## config.mk

```make
export PLATFORM = sky130hd
export DESIGN_NAME = race_sample_sequencer
export DESIGN_NICKNAME = d
export VERILOG_FILES = /design/src/rtl/race_sample_sequencer.sv
export SDC_FILE = /design/constraint.sdc
export NUM_CORES = 1
export LEC_CHECK = 0
export CORE_UTILIZATION = 53
export DETAILED_ROUTE_END_ITERATION = 8
export PLACE_DENSITY = 0.75
export SYNTH_ARGS = -nofsm -noshare
export SYNTH_HDL_FRONTEND = slang
export SYNTH_SLANG_ARGS = --single-unit
export TNS_END_PERCENT = 5
```

## constraint.sdc

```tcl
create_clock -name clk -period 4 [get_ports clk]
set_input_delay 0.8 -clock clk [delete_from_list [all_inputs] [get_ports clk]]
set_output_delay 0.8 -clock clk [all_outputs]
set_load 0.02 [all_outputs]
```

## src/rtl/race_sample_sequencer.sv

```systemverilog
// race_sample_sequencer: FIFO-buffered complex sample feeder for the RACE adaptive filter.
// Issues one sample per FRAME_LEN-cycle frame and holds it stable for the whole frame.
module race_sample_sequencer #(
    parameter int SAMPLE_SIZE = 16,
    parameter int L = 7,
    parameter int FRAME_LEN = 2*L+4,
    parameter int DEPTH = 8
) (
    input  logic                         clk,
    input  logic                         rst,
    input  logic                         flush,
    input  logic                         s_valid,
    output logic                         s_ready,
    input  logic [SAMPLE_SIZE-1:0]       s_real,
    input  logic [SAMPLE_SIZE-1:0]       s_imag,
    output logic                         strobe_resync,
    output logic                         valid_in,
    output logic [SAMPLE_SIZE-1:0]       out_real,
    output logic [SAMPLE_SIZE-1:0]       out_imag,
    output logic                         busy,
    output logic [$clog2(DEPTH+1)-1:0]   level
);
    localparam int AW = $clog2(DEPTH);
    localparam int LW = $clog2(DEPTH+1);
    localparam int CW = $clog2(FRAME_LEN);
    localparam logic [CW-1:0] LAST = CW'(FRAME_LEN-1);

    typedef enum logic {IDLE, FRAME} state_t;

    state_t                    state;
    logic [2*SAMPLE_SIZE-1:0]  mem [DEPTH];
    logic [AW-1:0]             wr_ptr, rd_ptr;
    logic [CW-1:0]             cnt;
    logic                      full, empty, push, pop;

    assign full    = level == LW'(DEPTH);
    assign empty   = level == '0;
    assign s_ready = !rst && !full;
    assign push    = s_valid && s_ready && !flush;
    // A new sample is taken when idle or on the last cycle of a frame (back-to-back)
    assign pop     = !flush && !empty && (state == IDLE || cnt == LAST);
    assign busy    = state == FRAME;

    always_ff @(posedge clk) begin
        if (push) mem[wr_ptr] <= {s_real, s_imag};
    end

    always_ff @(posedge clk or posedge rst) begin
        if (rst) begin
            state         <= IDLE;
            cnt           <= '0;
            wr_ptr        <= '0;
            rd_ptr        <= '0;
            level         <= '0;
            strobe_resync <= 1'b0;
            valid_in      <= 1'b0;
            out_real      <= '0;
            out_imag      <= '0;
        end else if (flush) begin
            state         <= IDLE;
            cnt           <= '0;
            wr_ptr        <= '0;
            rd_ptr        <= '0;
            level         <= '0;
            strobe_resync <= 1'b0;
            valid_in      <= 1'b0;
            out_real      <= '0;
            out_imag      <= '0;
        end else begin
            if (push) wr_ptr <= wr_ptr + AW'(1);
            if (pop) begin
                rd_ptr               <= rd_ptr + AW'(1);
                {out_real, out_imag} <= mem[rd_ptr];
            end
            level         <= level + LW'(push) - LW'(pop);
            strobe_resync <= pop;
            valid_in      <= strobe_resync;
            cnt           <= (pop || cnt == LAST) ? '0 : (state == FRAME ? cnt + CW'(1) : cnt);
            state         <= (pop || (state == FRAME && cnt != LAST)) ? FRAME : IDLE;
        end
    end
endmodule

```

==> reports/metrics.yaml, run 1 <==
grt_pass1_vias: 6029
finalHoldViolations: 0
fp.coreArea_um2: 21890
hold_depth: 1
grt-busiest-layer: "met2"
rr_startpoint: "cnt[1]"
final_common_cell: "edfxtp_1"
power_mw: 8.380
die_y_um: 151.9
cts_htree_levels: 1
n_fill_cell: 1462
grt_pass1_wl_mm: 34.53
cts_tree: "done"
start_util: 0.5437
period_needed_ns: 3.117
final_cell_mix: "edfxtp_1 (256), clkdlybuf4s50_1 (75), dfrtp_1 (47)"
max_slew_margin: 0.3632
setup_viol: 0
cts_made_buffers: 29
fin_tns_setup_ns: 0
power.density_nw_per_um2: 596.1
die_w_um: 151.9
fin_area_um2: 14060
drtIter0Drc: 444
syn_area_um2: 11900
hold_buffers: 0
drc: 0
critPathCaptureType: "output pin"
syn-instance-count: 548
r2r_setup_slack_ns: 1.25
fmax_mhz: 320.8
r2r_end: "level[1]"
maxCapViolations: 0
crit_slowest_cell: "clkdlybuf4s50_1"
placementRows: 54
dpl.hpwl_mm: 12.98
clock_path_buffers: 3
grtUsageMet3: 0.03195
routed_wl_mm: 22.13
path_delay_family: "buffers and inverters"
slowest_delay_ns: 0.53
clk_pin_slew_worst_paths_ns: 0.06
run_status: "finished clean"
dpl_cell_area_um2: 13090
vias: 5654
post_cts_buffers: 0
hp-class: "register to register"
tightestPinTransition_ns: 0.9552
die_area_um2: 23060
peakVddDrop_v: 0.0003827
avgSynthCellArea_um2: 21.72
final_layout_size_suffix_gt1_frac: 0.2212
syn_nets: 595
synth_cell_type_count: 38
min_to: "out_real[11]"
antenna_found_initial: 0
timing.critical_path.cells: "inv_1 -> ha_1 -> or3b_1 -> and2_1 -> clkdlybuf4s50_1"
firstDrtPassIters: 5
crit_buf_inv: 2
period_share: 0.7793
ios: 76
use_met2: 0.3184
path_class: "register to output pin"
wl_per_cell_um: 23.31
rsz0062_at_grt: "false"
power_leakage_nw: 4.773
grt_max_degree: 52
post_cts_resized: 0
ys_seq_area_frac: 0.7510
viasPerCell: 5.958
final_nets: 693
hp-start: "out_real[11]"
r2r_cells: 10
grt_overflow: 0
cts.sinks: 306
ys_warn_count: 0
use_met1: 0.2796
track_usage: 0.1955
clkLatencyLatePin_ns: 0.54
path_max_fanout: 3
whs_ns: 0.5035
worstSetupStartpointType: "register"
io_buffers: 75
cp_data_arrival_time_ns: 2.32
skew_ns: 0.007126
area_growth_pct: 18.10
drv_slew: 0
ys_ff_latch: 306
root_buffer: "clkbuf_16"
gp_congestion: 0.7389
diodes: 0
antenna_left: 0
critPathRequiredTime_ns: 3.20
## final cells by class
| cell class | instances | area (um^2) | area share |
|---|---|---|---|
| tap | 280 | 350.3 | 0.02492 |
| sequential | 306 | 8945 | 0.6363 |
| timing repair buffer | 96 | 945.9 | 0.06729 |
| multi-input combinational | 205 | 2818 | 0.2004 |
| inverter | 8 | 30.03 | 0.002136 |
| clock buffer | 44 | 842.1 | 0.05990 |
| clock inverter | 10 | 126.4 | 0.008990 |
## layer usage
metal | part of all wire | vias up
li1 | - | 2456
met1 | 0.44 | 3004
met2 | 0.50 | 164
met3 | 0.047 | 30
met4 | 0.015 | 0
met5 | 0 | -
## flip-flops by register name (all words and copies together), names as in the netlist
signal and cells:
strobe_resync 1, out_real 16, mem 256, out_imag 16
busy 1, rd_ptr 3, cnt 5, valid_in 1
level 4, wr_ptr 3
## synth_stat cells
library cell | n | area, um^2
nand3b_1 | 1 | 7.510
buf_12 | 3 | 60.06
nor3b_2 | 1 | 12.51
nand2b_1 | 4 | 25.02
o211a_1 | 1 | 10.01
clkbuf_1 | 10 | 37.54
xor2_1 | 3 | 26.28
mux4_2 | 36 | 810.8
mux2i_1 | 1 | 10.01
o21ai_1 | 1 | 5.000
nand4_1 | 2 | 12.51
buf_2 | 7 | 35.03
nor3_1 | 3 | 15.01
edfxtp_1 | 256 | 7687
a22o_1 | 33 | 289.0
fa_1 | 1 | 20.02
nor2_1 | 18 | 67.56
nor4bb_1 | 1 | 10.01
buf_8 | 1 | 15.01
ha_1 | 10 | 125.1
a21oi_1 | 4 | 20.02
a31oi_1 | 1 | 6.260
and3_1 | 2 | 12.51
a211oi_1 | 1 | 7.510
nor2b_1 | 5 | 31.28
inv_2 | 1 | 3.750
nand2_1 | 4 | 15.01
buf_6 | 2 | 22.52
xnor2_1 | 6 | 52.55
and2_1 | 1 | 6.260
a21o_1 | 1 | 7.510
buf_1 | 6 | 22.52
mux4_1 | 28 | 735.7
or3b_1 | 2 | 17.52
nand4bb_1 | 1 | 11.26
inv_1 | 7 | 26.28
mux2_2 | 33 | 371.6
dfrtp_1 | 50 | 1251
## through the flow
stage / util / setup WS (ns) / cells
2_1_floorplan: - / -0.6941 / 548
3_3_place_gp: 0.5979 / 0.9346 / 895
3_5_place_dp: 0.5979 / 0.8740 / 895
4_1_cts: 0.6421 / 0.8466 / 949
5_1_grt: 0.6421 / 0.7613 / 949
6_report: 0.6421 / 0.8829 / 949
## where the power goes
group	switching (mW)	internal, mW	total [mW]
Sequential	0.254	3.67	3.92
Clock	1.10	1.64	2.74
Combinational	0.795	0.929	1.72
Total	2.14	6.24	8.38
## worst max path at each step
stage          slack [ns]          to  cells after the start      from
2_1_floorplan       -0.69   mem[1][0]                      5       rst
3_3_place_gp         0.93  mem[0][24]                      5   s_valid
3_5_place_dp         0.87  mem[0][24]                      5   s_valid
4_1_cts              0.85     s_ready                      5  level[2]
5_1_grt              0.76     s_ready                      5  level[2]
6_report             0.88     s_ready                      5  level[2]
## kinds of logic after synthesis
kind of cell / synth area share
DFF: 0.7510
muxes: 0.1620
and+or+nand+nor: 0.02050
AOI/OAI and AO/OA: 0.02901
buffers and inverters: 0.01871
adders and majority gates: 0.01219
xor gates and xnor gates: 0.006623
## worst register-to-register path: stages (launching register included)
cell       delay (ns)
dfrtp_1          0.41
inv_1            0.07
ha_1             0.17
nand4bb_1        0.17
a21oi_1          0.47
nor2b_4          0.25
ha_1             0.24
inv_1            0.06
ha_1             0.19
fa_1             0.43
nor2b_1          0.14
(Power assumes the default switching activity.)
==> run 2: changes to the inputs <==
==> constraint.sdc (replaced) <==
create_clock -name clk -period 2.85 [get_ports clk]
set_input_delay 0.57 -clock clk [delete_from_list [all_inputs] [get_ports clk]]
set_output_delay 0.57 -clock clk [all_outputs]
set_load 0.02 [all_outputs]
==> reports/metrics.yaml, run 2 (same netlist as run 1, synthesis figures left out) <==
cts_htree_levels: 1
n_fill_cell: 1408
largest_reg_flops: 256
critical_path.startpoint: "cnt[1]"
drv_slew: 0
layout_setup_ws_ns: 0.2287
fin_area_um2: 14340
power_leakage_nw: 4.855
path_max_fanout: 4
antenna_found_initial: 0
firstDrtPassIters: 6
final_layout_size_suffix_gt1_frac: 0.2419
grt_overflow: 0
max_slew_margin: 0.5058
track_usage: 0.2069
gp_congestion: 0.7291
die_w_um: 151.9
hp-class: "register to register"
placementRows: 54
wl_per_cell_um: 24.22
peakVddDrop_v: 0.0005973
area_growth_pct: 20.47
grt_pass1_vias: 6295
maxCapViolations: 0
clkLatencyLatePin_ns: 0.54
worstSetupStartpointType: "register"
ios: 76
final_common_cell: "edfxtp_1"
skew_ns: 0.01290
drc: 0
grt_pass1_wl_mm: 36.46
hp-start: "out_imag[2]"
power_mw: 12.06
dpl_cell_area_um2: 13300
finalHoldViolations: 0
rr_startpoint: "cnt[1]"
fmax_mhz: 381.5
cts.sinks: 306
period_share: 0.9197
viasPerCell: 6.005
hold_buffers: 0
dp_cells: 902
final_nets: 701
dp_slack_ns: 0.1547
root_buffer: "clkbuf_16"
io_buffers: 75
whs_ns: 0.5027
start_util: 0.5437
routed_wl_mm: 23.20
final_cell_mix: "edfxtp_1 (256), clkdlybuf4s50_1 (74), dfrtp_1 (46)"
grt_max_degree: 67
path_class: "register to register"
drtIter0Drc: 499
diodes: 0
final_cells: 958
critPathCaptureType: "register"
cts_tree: "done"
vias: 5753
cp_data_arrival_time_ns: 3.05
cts_made_buffers: 30
power.density_nw_per_um2: 840.9
post_cts_buffers: 0
final_util: 0.6550
clock_path_buffers: 3
clk_pin_slew_worst_paths_ns: 0.07
largest_register: "mem"
top_regs: "mem (256), out_imag (16), out_real (16)"
die_y_um: 151.9
period_needed_ns: 2.621
tightestPinTransition_ns: 0.7414
antenna_left: 0
fp.coreArea_um2: 21890
post_cts_resized: 1
run_status: "finished clean"
setup_viol: 0
critPathRequiredTime_ns: 3.28
rsz0062_at_grt: "false"
dpl.hpwl_mm: 13.20
fin_tns_setup_ns: 0
die_area_um2: 23060
==> run 2: cell types whose count changed in the layout (fill, tap and decap cells not counted), sizes merged <==
cell,change
dlygate4sd2,+1
clkbuf,-10
bufinv,+1
clkinvlp,+6
clkdlybuf4s50,-1
inv,+1
clkinv,+4
buf,+7
==> run 2: final timing paths <==
check                               to  slack (ns)  cells after the start
hold reg to reg            out_imag[2]        0.50                      1
max in group asynchronous    rd_ptr[0]        1.61                      3
min in group asynchronous     level[1]        0.70                      3
setup reg to reg              level[3]        0.23                     12
setup / recovery              level[3]        0.23                     12
hold / removal             out_imag[2]        0.50                      1
==> run 2: layer usage <==
| layer | wire length [um] | GRT usage |
|---|---|---|
| met4 | 425 | 0.05524 |
| met3 | 1062 | 0.02852 |
| met5 | 0 | 0 |
| met2 | 11690 | 0.3431 |
| met1 | 10020 | 0.2923 |
==> run 2: power by group <==
part           leakage (nW)  switching (mW)  internal (mW)
registers              2.97           0.234           5.15
logic                  1.39            1.26           1.34
clock network         0.493            1.67           2.41
==> run 2: area by class of cell <==
cell class | count | area [um^2] | area share
Sequential cell | 306 | 8946 | 0.6239
Clock inverter | 22 | 236.5 | 0.01649
Timing Repair Buffer | 103 | 1135 | 0.07914
Clock buffer | 34 | 807.0 | 0.05628
Inverter | 8 | 37.54 | 0.002618
Multi-Input combinational cell | 205 | 2826 | 0.1971
Tap cell | 280 | 350.3 | 0.02443
==> run 2: worst max-delay path, stage by stage, from the launching register on <==
cell and delay, ns:
dfrtp_1 0.41, inv_1 0.07, ha_1 0.19, nand4bb_1 0.16, a21oi_1 0.43, nor2b_4 0.24
ha_1 0.16, inv_1 0.06, ha_1 0.27, a21o_1 0.16, a21oi_1 0.18, xnor2_1 0.13
nor2_1 0.05
==> run 3: changes to the inputs <==
--- a/config.mk
+++ b/config.mk
@@ -5,6 +5,7 @@
 export SDC_FILE = /design/constraint.sdc
 export NUM_CORES = 1
 export LEC_CHECK = 0
+export CAP_MARGIN = 30
 export CORE_UTILIZATION = 53
 export DETAILED_ROUTE_END_ITERATION = 8
 export PLACE_DENSITY = 0.75
==> results of run 3 <==
Same layout as run 2: the final DEF is identical, and so are final timing and power.
